[src/rtl/load_store_unit.sv]
// Load/store unit: one request at a time, word-aligned memory cycles,
// sub-word load extraction/extension and read-modify-write sub-word stores.
module load_store_unit #(
    parameter int ADDR_WIDTH  = 32,
    parameter bit CHECK_ALIGN = 1'b1
) (
    input  logic                  clk,
    input  logic                  rst_n,
    input  logic                  req_valid,
    output logic                  req_ready,
    input  logic                  req_we,
    input  logic [1:0]            req_size,
    input  logic                  req_unsigned,
    input  logic [ADDR_WIDTH-1:0] req_addr,
    input  logic [31:0]           req_wdata,
    output logic                  resp_valid,
    output logic [31:0]           resp_rdata,
    output logic                  resp_err,
    output logic                  mem_read,
    output logic                  mem_write,
    output logic [ADDR_WIDTH-1:0] mem_addr,
    output logic [31:0]           mem_wdata,
    input  logic [31:0]           mem_rdata
);

    typedef enum logic [2:0] {IDLE, LD_RD, RMW_RD, ST_WR, RESP} state_t;

    state_t                  state_reg, state_next;
    logic [1:0]              size_reg;
    logic                    unsigned_reg;
    logic [ADDR_WIDTH-1:0]   addr_reg;
    logic [31:0]             wdata_reg;
    logic [31:0]             rdata_reg;
    logic                    err_reg;

    logic                    accept;
    logic                    req_err;
    logic [31:0]             byte_shift;
    logic [15:0]             half_sel;
    logic [31:0]             load_ext;
    logic [31:0]             merged;

    assign accept = (state_reg == IDLE) && req_valid;

    // With alignment checking off, misaligned halves/words simply use the aligned lane.
    always_comb begin
        req_err = (req_size == 2'b11);
        if (CHECK_ALIGN) begin
            if (req_size == 2'b01 && req_addr[0])
                req_err = 1'b1;
            if (req_size == 2'b10 && req_addr[1:0] != 2'b00)
                req_err = 1'b1;
        end
    end

    always_comb begin
        state_next = state_reg;
        case (state_reg)
            IDLE: begin
                if (req_valid) begin
                    if (req_err)
                        state_next = RESP;
                    else if (!req_we)
                        state_next = LD_RD;
                    else if (req_size == 2'b10)
                        state_next = ST_WR;
                    else
                        state_next = RMW_RD;
                end
            end
            LD_RD:   state_next = RESP;
            RMW_RD:  state_next = ST_WR;
            ST_WR:   state_next = RESP;
            RESP:    state_next = IDLE;
            default: state_next = IDLE;
        endcase
    end

    always_ff @(posedge clk or negedge rst_n) begin
        if (!rst_n)
            state_reg <= IDLE;
        else
            state_reg <= state_next;
    end

    assign byte_shift = mem_rdata >> {addr_reg[1:0], 3'b000};
    assign half_sel   = addr_reg[1] ? mem_rdata[31:16] : mem_rdata[15:0];

    always_comb begin
        case (size_reg)
            2'b00:   load_ext = {{24{~unsigned_reg & byte_shift[7]}}, byte_shift[7:0]};
            2'b01:   load_ext = {{16{~unsigned_reg & half_sel[15]}}, half_sel};
            default: load_ext = mem_rdata;
        endcase
    end

    // Each byte lane takes the store data if addressed, otherwise keeps the read word.
    genvar gi;
    generate
        for (gi = 0; gi < 4; gi++) begin : g_lane
            logic       hit;
            logic [7:0] src;
            always_comb begin
                if (size_reg == 2'b00) begin
                    hit = (addr_reg[1:0] == 2'(gi));
                    src = wdata_reg[7:0];
                end else begin
                    hit = (addr_reg[1] == 1'(gi / 2));
                    src = wdata_reg[8*(gi%2) +: 8];
                end
            end
            assign merged[8*gi +: 8] = hit ? src : mem_rdata[8*gi +: 8];
        end
    endgenerate

    always_ff @(posedge clk or negedge rst_n) begin
        if (!rst_n) begin
            size_reg     <= 2'b00;
            unsigned_reg <= 1'b0;
            addr_reg     <= '0;
            wdata_reg    <= 32'h0;
            rdata_reg    <= 32'h0;
            err_reg      <= 1'b0;
        end else begin
            if (accept) begin
                size_reg     <= req_size;
                unsigned_reg <= req_unsigned;
                addr_reg     <= req_addr;
                wdata_reg    <= req_wdata;
                rdata_reg    <= 32'h0;
                err_reg      <= req_err;
            end
            if (state_reg == LD_RD)
                rdata_reg <= load_ext;
            if (state_reg == RMW_RD)
                wdata_reg <= merged;
        end
    end

    assign req_ready  = (state_reg == IDLE);
    assign resp_valid = (state_reg == RESP);
    assign resp_rdata = resp_valid ? rdata_reg : 32'h0;
    assign resp_err   = resp_valid & err_reg;
    assign mem_read   = (state_reg == LD_RD) || (state_reg == RMW_RD);
    assign mem_write  = (state_reg == ST_WR);
    assign mem_addr   = {addr_reg[ADDR_WIDTH-1:2], 2'b00};
    assign mem_wdata  = wdata_reg;

endmodule

[config.mk]
export PLATFORM = sky130hd
export DESIGN_NAME = load_store_unit
export DESIGN_NICKNAME = d
export VERILOG_FILES = /design/src/rtl/load_store_unit.sv
export SDC_FILE = /design/constraint.sdc
export NUM_CORES = 1
export LEC_CHECK = 0
export CORE_ASPECT_RATIO = 1.2
export CORE_MARGIN = 5
export CORE_UTILIZATION = 49
export CTS_BUF_LIST = sky130_fd_sc_hd__clkbuf_16
export CTS_CLUSTER_DIAMETER = 50
export DETAILED_ROUTE_END_ITERATION = 8
export GPL_TIMING_DRIVEN = 0
export PLACE_DENSITY = 0.84
export SYNTH_ARGS = -nofsm -noshare
export SYNTH_HDL_FRONTEND = slang
export SYNTH_SLANG_ARGS = --single-unit
[constraint.sdc]
create_clock -name clk -period 2.5 [get_ports clk]
set_input_delay 0.375 -clock clk [delete_from_list [all_inputs] [get_ports clk]]
set_output_delay 0.375 -clock clk [all_outputs]
set_load 0.02 [all_outputs]
After elaboration in Yosys (flattened, before gate mapping). Cells that the tools add are included.

Equality and inequality tests: 13. Shift-type cells: 1. Multiplexer cells: 23. Bitwise gates (word level): 5. Reduce and logical (&&, ||, !) cells: 12.

Operator list (number): 2-to-1 mux 32 bit (5); one-hot mux 32 bit (2 select lines) (1); 2-to-1 mux 8 bit (5); right shift 32 x 5 -> 8 bit (1); 2-to-1 mux 16 bit (1); one-hot mux 3 bit (3 select lines) (1); equality test 2 bit, second input constant (4); 2-to-1 mux 1 bit (7); equality test 2 x 1 -> 1 bit, second input constant (3); equality test 3 x 2 -> 1 bit, second input constant (2); 2-to-1 mux 3 bit (2); nonzero test 2 bit (3); zero test 2 bit (2); inequality test 2 bit, second input constant (2); bitwise AND 1 bit (3); equality test 3 x 1 -> 1 bit, second input constant (1); equality test 3 bit, second input constant (1); logical AND 1 bit (3); zero test 3 bit (1); 2-to-1 mux 2 bit (1); NOT 1 bit (2); AND reduction 2 bit (1); OR reduction 2 bit (1); logical OR 1 bit (1).

Flip-flop bits (word level): 103. Input port bits: 103. Output and inout bits: 101. Word-level logic and storage cells: 62.

Depth between registers and ports, before layout. Gate-level depths: netlist of run 1.

Word-level depth: 7. Gate-level depth with buffers: 7. Mapped depth without buffers: 4.

Least setup slack after synthesis of run 1. OpenSTA, ideal clock, no wires.

Path kind: reg2out. Start point: reg state_reg[2]. End point: out resp_rdata[22]. Arrival: 1.596 ns. Data required time: 2.125 ns. Slack: 0.529 ns. Stages on the path, launching flop included: 5. Path buffers: 2. Cells stage by stage: dfrtp_1 > buf_2 > nor3b_1 > clkbuf_1 > and2_1.

Word-level cells in the longest chain between the ends: 2.

RTL lines: start: declaration (RTL line 28) `state_t state_reg, state_next;`; start signal: assignment (RTL line 83) `state_reg <= state_next;`; equality test 3 bit (RTL line 141) `assign resp_valid = (state_reg == RESP);`; named net resp_valid (RTL line 16) `output logic resp_valid,`; 2-to-1 mux 32 bit (RTL line 142) `assign resp_rdata = resp_valid ? rdata_reg : 32'h0;`; end: declaration (RTL line 17) `output logic [31:0] resp_rdata,`.

The timed path passes the listed nets, and every way through them passes these cells.

Worst setup path after layout of run 1.
Start point: reg state_reg[2]. End point: out resp_rdata[24].

Word-level cells in the longest chain between the ends: 2.

RTL lines (RTL line): equality test 3 bit (141); 2-to-1 mux 32 bit (142).

Every way passes these cells.

==> flow_summary.html, run 1 <==
<table>
<tr><th>Metric</th><th>Value</th></tr>
<tr><th colspan="2">Run status</th></tr>
<tr><td>Outcome</td><td>finished, final reports clean</td></tr>
<tr><th colspan="2">Place</th></tr>
<tr><td>Setup slack at placement</td><td>-0.3814 ns</td></tr>
<tr><td>DP Wirelength</td><td>around 16000 um</td></tr>
<tr><td>Placement-stage cell area</td><td>0.008044 mm^2</td></tr>
<tr><td>Last weighted congestion value of the routability-driven placer</td><td>between 0.9 and 1</td></tr>
<tr><td>PortBufs</td><td>201</td></tr>
<tr><th colspan="2">STA</th></tr>
<tr><td>Worst Slack Setup Final</td><td>0.1252 ns</td></tr>
<tr><td>Final critical path time including I/O delays and setup</td><td>2.375 ns</td></tr>
<tr><td>Maximum clock frequency</td><td>0.4211 GHz</td></tr>
<tr><td>Total count of hold-check failures in the final report</td><td>0</td></tr>
<tr><td>Setup TNS</td><td>0 ns</td></tr>
<tr><td>Max-Slew Margin vs Limit</td><td>approximately a quarter</td></tr>
<tr><td>Slew Viols, Final</td><td>0</td></tr>
<tr><td>Final setup violation count</td><td>0</td></tr>
<tr><td>Worst Max-Slew Pin Slew</td><td>1.113 ns</td></tr>
<tr><td>Final period util</td><td>a little over nine tenths</td></tr>
<tr><td>Skew final</td><td>0.01295 ns</td></tr>
<tr><th colspan="2">Routing</th></tr>
<tr><td>ANT nets after route</td><td>0</td></tr>
<tr><td>Post-Route WL</td><td>21220 um</td></tr>
<tr><td>First-iteration detailed-routing DRC count</td><td>about 550</td></tr>
<tr><td>Remaining DRCs</td><td>0</td></tr>
<tr><td>Count of TritonRoute iterations in the first routing pass</td><td>5</td></tr>
<tr><td>Detailed-route wire length per cell</td><td>20.79 um</td></tr>
<tr><td>Via Count</td><td>roughly 5900</td></tr>
<tr><td>Via/cell ratio</td><td>5.776</td></tr>
<tr><th colspan="2">Worst setup path</th></tr>
<tr><td>CP Data Arrival Time</td><td>2.00 ns</td></tr>
<tr><td>CP cell instances</td><td>clkbuf_4 &gt; nor3b_4 &gt; buf_4 &gt; clkbuf_4 &gt; and2_1 &gt; dlygate4sd2_1</td></tr>
<tr><td>Required @ worst endpoint</td><td>2.12 ns</td></tr>
<tr><td>Destination of the worst register-to-register timing path</td><td>mem_wdata[29]$_DFFE_PN0P_</td></tr>
<tr><td>Launching instance or port of the critical path</td><td>state_reg[2]$_DFFE_PN0P_</td></tr>
<tr><td>Crit path to</td><td>resp_rdata[24]</td></tr>
<tr><td>R2r setup slk</td><td>0.23 ns</td></tr>
<tr><td>Maximum single-stage delay on the critical path</td><td>0.38 ns</td></tr>
<tr><td>Worst Path Max Fanout</td><td>10</td></tr>
<tr><td>Worst reg2reg startpoint</td><td>size_reg[0]$_DFFE_PN0P_</td></tr>
<tr><td>Dominant cell type by count on the critical path</td><td>sky130_fd_sc_hd__clkbuf_4</td></tr>
<tr><td>Max stage delay cell, worst path</td><td>sky130_fd_sc_hd__dfrtp_1</td></tr>
<tr><td>Critical path type</td><td>register to output pin</td></tr>
<tr><td>Category of the worst setup path capture point</td><td>output pin</td></tr>
<tr><td>Startpoint kind of the worst setup timing path</td><td>register</td></tr>
<tr><td>Number of cells traversed by the worst register-to-register path</td><td>7</td></tr>
<tr><th colspan="2">Die</th></tr>
<tr><td>Row Count</td><td>43</td></tr>
<tr><td>Full die area</td><td>0.01414 mm^2</td></tr>
<tr><td>Die width</td><td>109.4 um</td></tr>
<tr><td>Initial Utilization</td><td>50.20%</td></tr>
<tr><td>Core Region</td><td>~0.012 mm^2</td></tr>
<tr><td>Count of boundary I/O pins</td><td>204</td></tr>
<tr><td>Chip Height</td><td>around 130 um</td></tr>
<tr><th colspan="2">Clock network</th></tr>
<tr><td>Clock sink total</td><td>approximately 100</td></tr>
<tr><td>Clock tree from TritonCTS</td><td>done</td></tr>
<tr><td>Clock tree root driver cell</td><td>sky130_fd_sc_hd__clkbuf_16</td></tr>
<tr><td>Cts hold-fix bufs</td><td>0</td></tr>
<tr><td>Clock slew seen by the registers of the worst setup and hold paths</td><td>0.08 ns</td></tr>
<tr><td>Htree depth</td><td>3</td></tr>
<tr><td>Number of buffers inserted during clock tree synthesis</td><td>9</td></tr>
<tr><td>Source-to-sink clock delay at the later pin of the worst-skew pair</td><td>0.35 ns</td></tr>
<tr><td>Number of buffers between clock root and the deepest sink</td><td>2</td></tr>
<tr><th colspan="2">Cells and area</th></tr>
<tr><td>Fill cells</td><td>883</td></tr>
<tr><td>Area taken by multi-input logic gates</td><td>~0.0027 mm^2</td></tr>
<tr><td>Sequential standard cell area</td><td>0.002577 mm^2</td></tr>
<tr><td>Final design instance area without fill</td><td>0.008401 mm^2</td></tr>
<tr><td>Growth of design area from synthesis to finish</td><td>44.67%</td></tr>
<tr><td>Antenna cell count</td><td>0</td></tr>
<tr><td>Fraction of final layout cells sized beyond drive strength 1</td><td>between 10% and 20%</td></tr>
<tr><td>Final nets</td><td>~960</td></tr>
<tr><th colspan="2">Synth</th></tr>
<tr><td>Synth cell types</td><td>47</td></tr>
<tr><td>Largest area contributor in the synthesized netlist</td><td>sky130_fd_sc_hd__dfrtp_1</td></tr>
<tr><td>Share of Yosys cell area claimed by the top area cell type</td><td>44.39%</td></tr>
<tr><td>Register bit total from synthesis</td><td>103</td></tr>
<tr><td>Top post-synthesis cells by area</td><td>sky130_fd_sc_hd__dfrtp_1 44%, sky130_fd_sc_hd__nand2_1 9.5%, sky130_fd_sc_hd__buf_4 4.1%, sky130_fd_sc_hd__and2_1 3.8%, sky130_fd_sc_hd__mux2i_1 3.6%</td></tr>
<tr><td>Yosys warning count</td><td>0</td></tr>
<tr><td>Synthesized instance count</td><td>642</td></tr>
<tr><td>Avg Cell Area, Syn</td><td>9.045 um^2</td></tr>
<tr><td>Fraction of the yosys area taken by sequential cells</td><td>44.39%</td></tr>
<tr><td>Cell area after synthesis</td><td>0.005807 mm^2</td></tr>
<tr><th colspan="2">Power</th></tr>
<tr><td>Combinational power share</td><td>between 60% and 70%</td></tr>
<tr><td>Maximum ir drop on the vdd rail</td><td>0.0007355 V</td></tr>
<tr><td>Share of power burned in registers</td><td>26.4%</td></tr>
<tr><td>Cell leakage power</td><td>4.130 nW</td></tr>
<tr><td>Internal power consumption</td><td>6.092 mW</td></tr>
<tr><td>Switch share</td><td>44.67%</td></tr>
<tr><td>Power per unit of standard cell area</td><td>1311 mW/mm^2</td></tr>
<tr><td>Total Power</td><td>about 11 mW</td></tr>
<tr><td>Clock network fraction of total power</td><td>13.3%</td></tr>
<tr><td>Switching power</td><td>4.919 mW</td></tr>
<tr><th colspan="2">Global route</th></tr>
<tr><td>Global-route wire length before repair</td><td>32490 um</td></tr>
<tr><td>Maximum number of pins on one net before global-route repair</td><td>62</td></tr>
<tr><td>GRT overflow</td><td>0</td></tr>
<tr><td>Antenna violations before repair</td><td>0</td></tr>
<tr><td>Via count of the first global-routing pass</td><td>5992</td></tr>
<tr><td>Combined global-route utilization of all metal layers</td><td>approximately 30%</td></tr>
<tr><th colspan="2">Worst hold path</th></tr>
<tr><td>Type of the worst min-delay path</td><td>input port to asynchronous set/reset pin</td></tr>
<tr><th colspan="2">Run</th></tr>
<tr><td>Max-cap violation count</td><td>0</td></tr>
</table>
-- stage by stage --
stage / std cells / hold WS, ns / utilization, %
5_1_grt: 1021 / 0.06091 / 72.62
2_1_floorplan: 643 / 0.07941 / -
6_report: 1021 / 0.01016 / 72.62
3_3_place_gp: 1001 / 0.4523 / 69.32
4_1_cts: 1020 / 0.02515 / 72.26
3_5_place_dp: 1002 / 0.4010 / 69.54
-- power by group through the flow --
stage,logic (mW),registers [mW],clock network (mW)
finish,6.65,2.90,1.46
detailed placement,6.53,2.92,0
CTS,6.59,2.89,1.47
global route,7.14,2.99,1.53
global placement,6.37,2.88,0
floorplan,3.78,3.10,0
-- synthesized netlist by cell type, drive strengths merged --
library cell and number:
o21bai 1, dfrtp 103, inv 21, o21ba 6, a221o 20, conb 1, a211o 1, o21ai 38
buf 48, nand3 3, o31ai 1, mux2 10, a22oi 11, o22ai 18, clkbuf 33, a32oi 1
o311ai 1, or3 1, nor3b 4, a221oi 21, mux2i 21, a21oi 22, a211oi 1, nor3 13
a31oi 20, nand2b 7, nor2 11, a2111oi 1, mux4 4, o21a 1, o2bb2ai 1, clkinv 1
or3b 1, and2 35, nand2 147, a21o 8, nor4b 1, nor2b 2, or2 1, xnor2 1
-- metal layers --
metal | wire length, um | part of all wire, % | vias up | track usage [%]
met1 | 8225 | 39 | 2851 | 37.79
li1 | - | - | 2668 | -
met4 | 663 | 3.1 | 0 | 11.45
met3 | 1940 | 9.1 | 51 | 6.477
met5 | 0 | 0 | - | 0
met2 | 10390 | 49 | 327 | 49.69
-- cells in the final DEF (no fill, tap or decap), drive strengths merged, types with 3 or more instances in the layout --
master and instances:
buf 52, nand2b 7, nor3b 4, dlymetal6s2s 13, clkinv 3, mux2 10, dfrtp 103, a21oi 22
dlygate4sd2 21, nand2 147, mux2i 21, a221o 20, o22ai 18, clkdlybuf4s50 166, inv 24, a22oi 11
nor2 11, clkbuf 43, nand3 3, a21o 8, a31oi 20, mux4 4, and2 35, o21ba 6
o21ai 38, nor3 13, a221oi 21
-- area by class of cell --
type / instances / share of cell area, %
Sequential cell: 103 / 30.68
Buffer: 81 / 5.585
Timing Repair Buffer: 205 / 24.59
Multi-Input combinational cell: 437 / 32.22
Tap cell: 157 / 2.338
Inverter: 22 / 0.9830
Clock buffer: 9 / 2.681
Clock inverter: 7 / 0.9234
-- worst max-delay path, delay by kind of cell, from the launching register on --
family / cells / cell delay (ns)
simple gates: 2 / 0.35
buf+inv: 4 / 0.92
flops: 1 / 0.38
-- cell families after synthesis --
family	Yosys count	share of synthesized area [%]
flip-flops	103	44.39
AO/OA/AOI/OAI	173	21.46
buffers and inverters	103	9.265
XOR/XNOR	1	0.1509
other	1	0.06458
AND/OR/NAND/NOR	226	17.56
multiplexers	35	7.111
-- worst min-delay path by stage --
stage,from,to,slack (ns),depth (start not counted)
2_1_floorplan,rst_n,addr_reg[0]$_DFFE_PN0P_,0.08,0
3_3_place_gp,rdata_reg[8]$_DFFE_PN0P_,rdata_reg[8]$_DFFE_PN0P_,0.45,1
3_5_place_dp,rst_n,rdata_reg[25]$_DFFE_PN0P_,0.40,1
4_1_cts,rst_n,rdata_reg[24]$_DFFE_PN0P_,0.03,1
5_1_grt,rst_n,rdata_reg[25]$_DFFE_PN0P_,0.06,1
6_report,rst_n,rdata_reg[25]$_DFFE_PN0P_,0.01,1
-- timing repair --
item                                    in CTS  in global routing
buffers inserted                             2                  1
resized for setup                           29                 14
pin swaps                                    0                  0
endpoints found under the setup margin      34                 29
Power figures use the tool's default switching activity.
==> run 2: changes to the inputs <==
CORE_ASPECT_RATIO = 1.75   (was 1.2)
==> flow_summary.html, run 2 (same netlist as run 1, synthesis figures left out) <==
<table>
<tr><th>Metric</th><th>Value</th></tr>
<tr><th colspan="2">Cells and area</th></tr>
<tr><td>Area taken by multi-input logic gates</td><td>0.002706 mm^2 (unchanged)</td></tr>
<tr><td>Sequential standard cell area</td><td>0.002577 mm^2 (unchanged)</td></tr>
<tr><td>Top library cells by usage in the layout, fill and taps aside</td><td>167 x sky130_fd_sc_hd__clkdlybuf4s50_1, 147 x sky130_fd_sc_hd__nand2_1, 103 x sky130_fd_sc_hd__dfrtp_1 (was 166 x sky130_fd_sc_hd__clkdlybuf4s50_1, 147 x sky130_fd_sc_hd__nand2_1, 103 x sky130_fd_sc_hd__dfrtp_1)</td></tr>
<tr><td>Growth of design area from synthesis to finish</td><td>42.86% (was 44.67%)</td></tr>
<tr><td>Fraction of final layout cells sized beyond drive strength 1</td><td>12.40% (was 12.38%)</td></tr>
<tr><td>Commonest non-fill, non-tap cell in the layout</td><td>sky130_fd_sc_hd__clkdlybuf4s50_1 (unchanged)</td></tr>
<tr><td>Final nets</td><td>961 (was 962)</td></tr>
<tr><td>Utilization after layout</td><td>71.63% (was 72.62%)</td></tr>
<tr><td>Antenna cell count</td><td>0 (unchanged)</td></tr>
<tr><td>Fill cells</td><td>931 (was 883)</td></tr>
<tr><th colspan="2">Routing</th></tr>
<tr><td>Detailed-route wire length per cell</td><td>20.66 um (was 20.79 um)</td></tr>
<tr><td>Count of TritonRoute iterations in the first routing pass</td><td>5 (unchanged)</td></tr>
<tr><td>Via Count</td><td>5826 (was 5897)</td></tr>
<tr><td>Post-Route WL</td><td>20620 um (was 21220 um)</td></tr>
<tr><td>Remaining DRCs</td><td>0 (unchanged)</td></tr>
<tr><td>Via/cell ratio</td><td>5.838 (was 5.776)</td></tr>
<tr><td>ANT nets after route</td><td>0 (unchanged)</td></tr>
<tr><td>First-iteration detailed-routing DRC count</td><td>386 (was 551)</td></tr>
<tr><th colspan="2">Global route</th></tr>
<tr><td>Global-route wire length before repair</td><td>32160 um (was 32490 um)</td></tr>
<tr><td>Antenna violations before repair</td><td>0 (unchanged)</td></tr>
<tr><td>GRT overflow</td><td>0 (unchanged)</td></tr>
<tr><td>Combined global-route utilization of all metal layers</td><td>28.90% (was 29.80%)</td></tr>
<tr><td>Maximum number of pins on one net before global-route repair</td><td>61 (was 62)</td></tr>
<tr><td>Via count of the first global-routing pass</td><td>5975 (was 5992)</td></tr>
<tr><th colspan="2">Worst setup path</th></tr>
<tr><td>Required @ worst endpoint</td><td>2.12 ns (about the same)</td></tr>
<tr><td>Worst Path Max Fanout</td><td>10 (unchanged)</td></tr>
<tr><td>Number of cells traversed by the worst register-to-register path</td><td>6 (was 7)</td></tr>
<tr><td>Critical path type</td><td>register to output pin (unchanged)</td></tr>
<tr><td>Startpoint kind of the worst setup timing path</td><td>register (unchanged)</td></tr>
<tr><td>Category of the worst setup path capture point</td><td>output pin (unchanged)</td></tr>
<tr><td>CP Data Arrival Time</td><td>2.04 ns (was 2.00 ns)</td></tr>
<tr><th colspan="2">Place</th></tr>
<tr><td>DP Wirelength</td><td>16370 um (was 16430 um)</td></tr>
<tr><td>PortBufs</td><td>201 (unchanged)</td></tr>
<tr><td>Last weighted congestion value of the routability-driven placer</td><td>0.9870 (was 0.9648)</td></tr>
<tr><th colspan="2">Clock network</th></tr>
<tr><td>Clock sink total</td><td>103 (unchanged)</td></tr>
<tr><td>Number of buffers between clock root and the deepest sink</td><td>2 (unchanged)</td></tr>
<tr><td>Number of buffers inserted during clock tree synthesis</td><td>9 (unchanged)</td></tr>
<tr><td>Clock tree from TritonCTS</td><td>done (unchanged)</td></tr>
<tr><td>Clock tree root driver cell</td><td>sky130_fd_sc_hd__clkbuf_16 (unchanged)</td></tr>
<tr><td>Htree depth</td><td>3 (unchanged)</td></tr>
<tr><td>Clock slew seen by the registers of the worst setup and hold paths</td><td>0.08 ns (about the same)</td></tr>
<tr><td>Source-to-sink clock delay at the later pin of the worst-skew pair</td><td>0.36 ns (was 0.35 ns)</td></tr>
<tr><th colspan="2">STA</th></tr>
<tr><td>Total count of hold-check failures in the final report</td><td>0 (unchanged)</td></tr>
<tr><td>Final setup violation count</td><td>0 (unchanged)</td></tr>
<tr><td>Final critical path time including I/O delays and setup</td><td>2.417 ns (was 2.375 ns)</td></tr>
<tr><td>Maximum clock frequency</td><td>0.4137 GHz (was 0.4211 GHz)</td></tr>
<tr><td>Worst Max-Slew Pin Slew</td><td>1.139 ns (was 1.113 ns)</td></tr>
<tr><td>Skew final</td><td>0.01521 ns (was 0.01295 ns)</td></tr>
<tr><td>Final period util</td><td>96.68% (was 94.99%)</td></tr>
<tr><td>Unrepaired setup endpoints after global routing</td><td>no</td></tr>
<tr><td>Worst hold margin</td><td>0.08940 ns (was 0.01016 ns)</td></tr>
<tr><td>Slew Viols, Final</td><td>0 (unchanged)</td></tr>
<tr><td>Max-Slew Margin vs Limit</td><td>23.24% (was 25.02%)</td></tr>
<tr><th colspan="2">Power</th></tr>
<tr><td>Total Power</td><td>10.88 mW (was 11.01 mW)</td></tr>
<tr><td>Power per unit of standard cell area</td><td>1312 mW/mm^2 (was 1311 mW/mm^2)</td></tr>
<tr><td>Maximum ir drop on the vdd rail</td><td>0.0007917 V (was 0.0007355 V)</td></tr>
<tr><td>Cell leakage power</td><td>3.922 nW (was 4.130 nW)</td></tr>
<tr><th colspan="2">Die</th></tr>
<tr><td>Core Region</td><td>0.01158 mm^2 (was 0.01157 mm^2)</td></tr>
<tr><td>Count of boundary I/O pins</td><td>204 (unchanged)</td></tr>
<tr><td>Row Count</td><td>52 (was 43)</td></tr>
<tr><td>Die width</td><td>92.29 um (was 109.4 um)</td></tr>
<tr><td>Full die area</td><td>0.01421 mm^2 (was 0.01414 mm^2)</td></tr>
<tr><td>Initial Utilization</td><td>50.14% (was 50.20%)</td></tr>
<tr><td>Chip Height</td><td>154.0 um (was 129.3 um)</td></tr>
<tr><th colspan="2">Run</th></tr>
<tr><td>Max-cap violation count</td><td>0 (unchanged)</td></tr>
<tr><th colspan="2">Run status</th></tr>
<tr><td>Outcome</td><td>finished, final reports clean (unchanged)</td></tr>
<tr><th colspan="2">Worst hold path</th></tr>
<tr><td>Type of the worst min-delay path</td><td>input port to asynchronous set/reset pin (unchanged)</td></tr>
</table>
-- run 2: layout make-up --
type	count	share of cell area (%)
sequential	103	31.07
buffer	81	5.581
timing repair buffer	204	24.21
tap	135	2.036
multi-input combinational	437	32.62
clock inverter	7	0.7692
clock buffer	9	2.715
inverter	22	0.9955
-- run 2: metrics by stage --
step	std cells	instance area [um^2]	TNS (ns)	setup WS [ns]
2_1_floorplan	643	5811	0	0.5293
3_3_place_gp	979	7991	-287.53	-2.695
3_5_place_dp	980	8009	-12.00	-0.4436
4_1_cts	998	8287	0	0.08667
5_1_grt	998	8295	0	0.008899
6_report	998	8295	0	0.08308
-- run 2: per-layer routing --
metal	vias up	routed length, um	global-route usage [%]
li1	2655	-	-
met1	2768	7230	31.86
met2	332	10820	51.99
met3	71	1518	5.819
met4	0	1049	14.46
met5	-	0	0
-- run 2: path summary, 6_finish.rpt --
| check | from | end | slack [ns] |
|---|---|---|---|
| min in group clk | rdata_reg[8]$_DFFE_PN0P_ | rdata_reg[8]$_DFFE_PN0P_ | 0.47 |
| max in group asynchronous | rst_n | mem_wdata[13]$_DFFE_PN0P_ | 1.68 |
| max reg2reg | size_reg[0]$_DFFE_PN0P_ | mem_wdata[24]$_DFFE_PN0P_ | 0.25 |
| min reg2reg | rdata_reg[8]$_DFFE_PN0P_ | rdata_reg[8]$_DFFE_PN0P_ | 0.47 |
| max | state_reg[1]$_DFFE_PN0P_ | resp_rdata[1] | 0.08 |
| min | rst_n | err_reg$_DFFE_PN0P_ | 0.09 |
-- run 2: where the power goes --
part           switching [mW]  leakage, nW  internal (mW)
logic                    3.74         2.49           2.85
registers               0.486         1.29           2.42
clock network           0.682        0.141          0.699
-- run 2: repair_timing --
action,4_1_cts,5_1_grt
endpoints found under the setup margin,34,9
hold buffers,0,0
setup buffers,2,0
gates cloned,0,0
resized for setup,38,7
-- run 2: worst max-delay path: stages (launching register included) --
cell and delay (ns):
sky130_fd_sc_hd__dfrtp_1 0.40, sky130_fd_sc_hd__buf_2 0.20, sky130_fd_sc_hd__nor3b_4 0.18, sky130_fd_sc_hd__buf_4 0.17, sky130_fd_sc_hd__and2_1 0.13, sky130_fd_sc_hd__clkdlybuf4s50_1 0.60
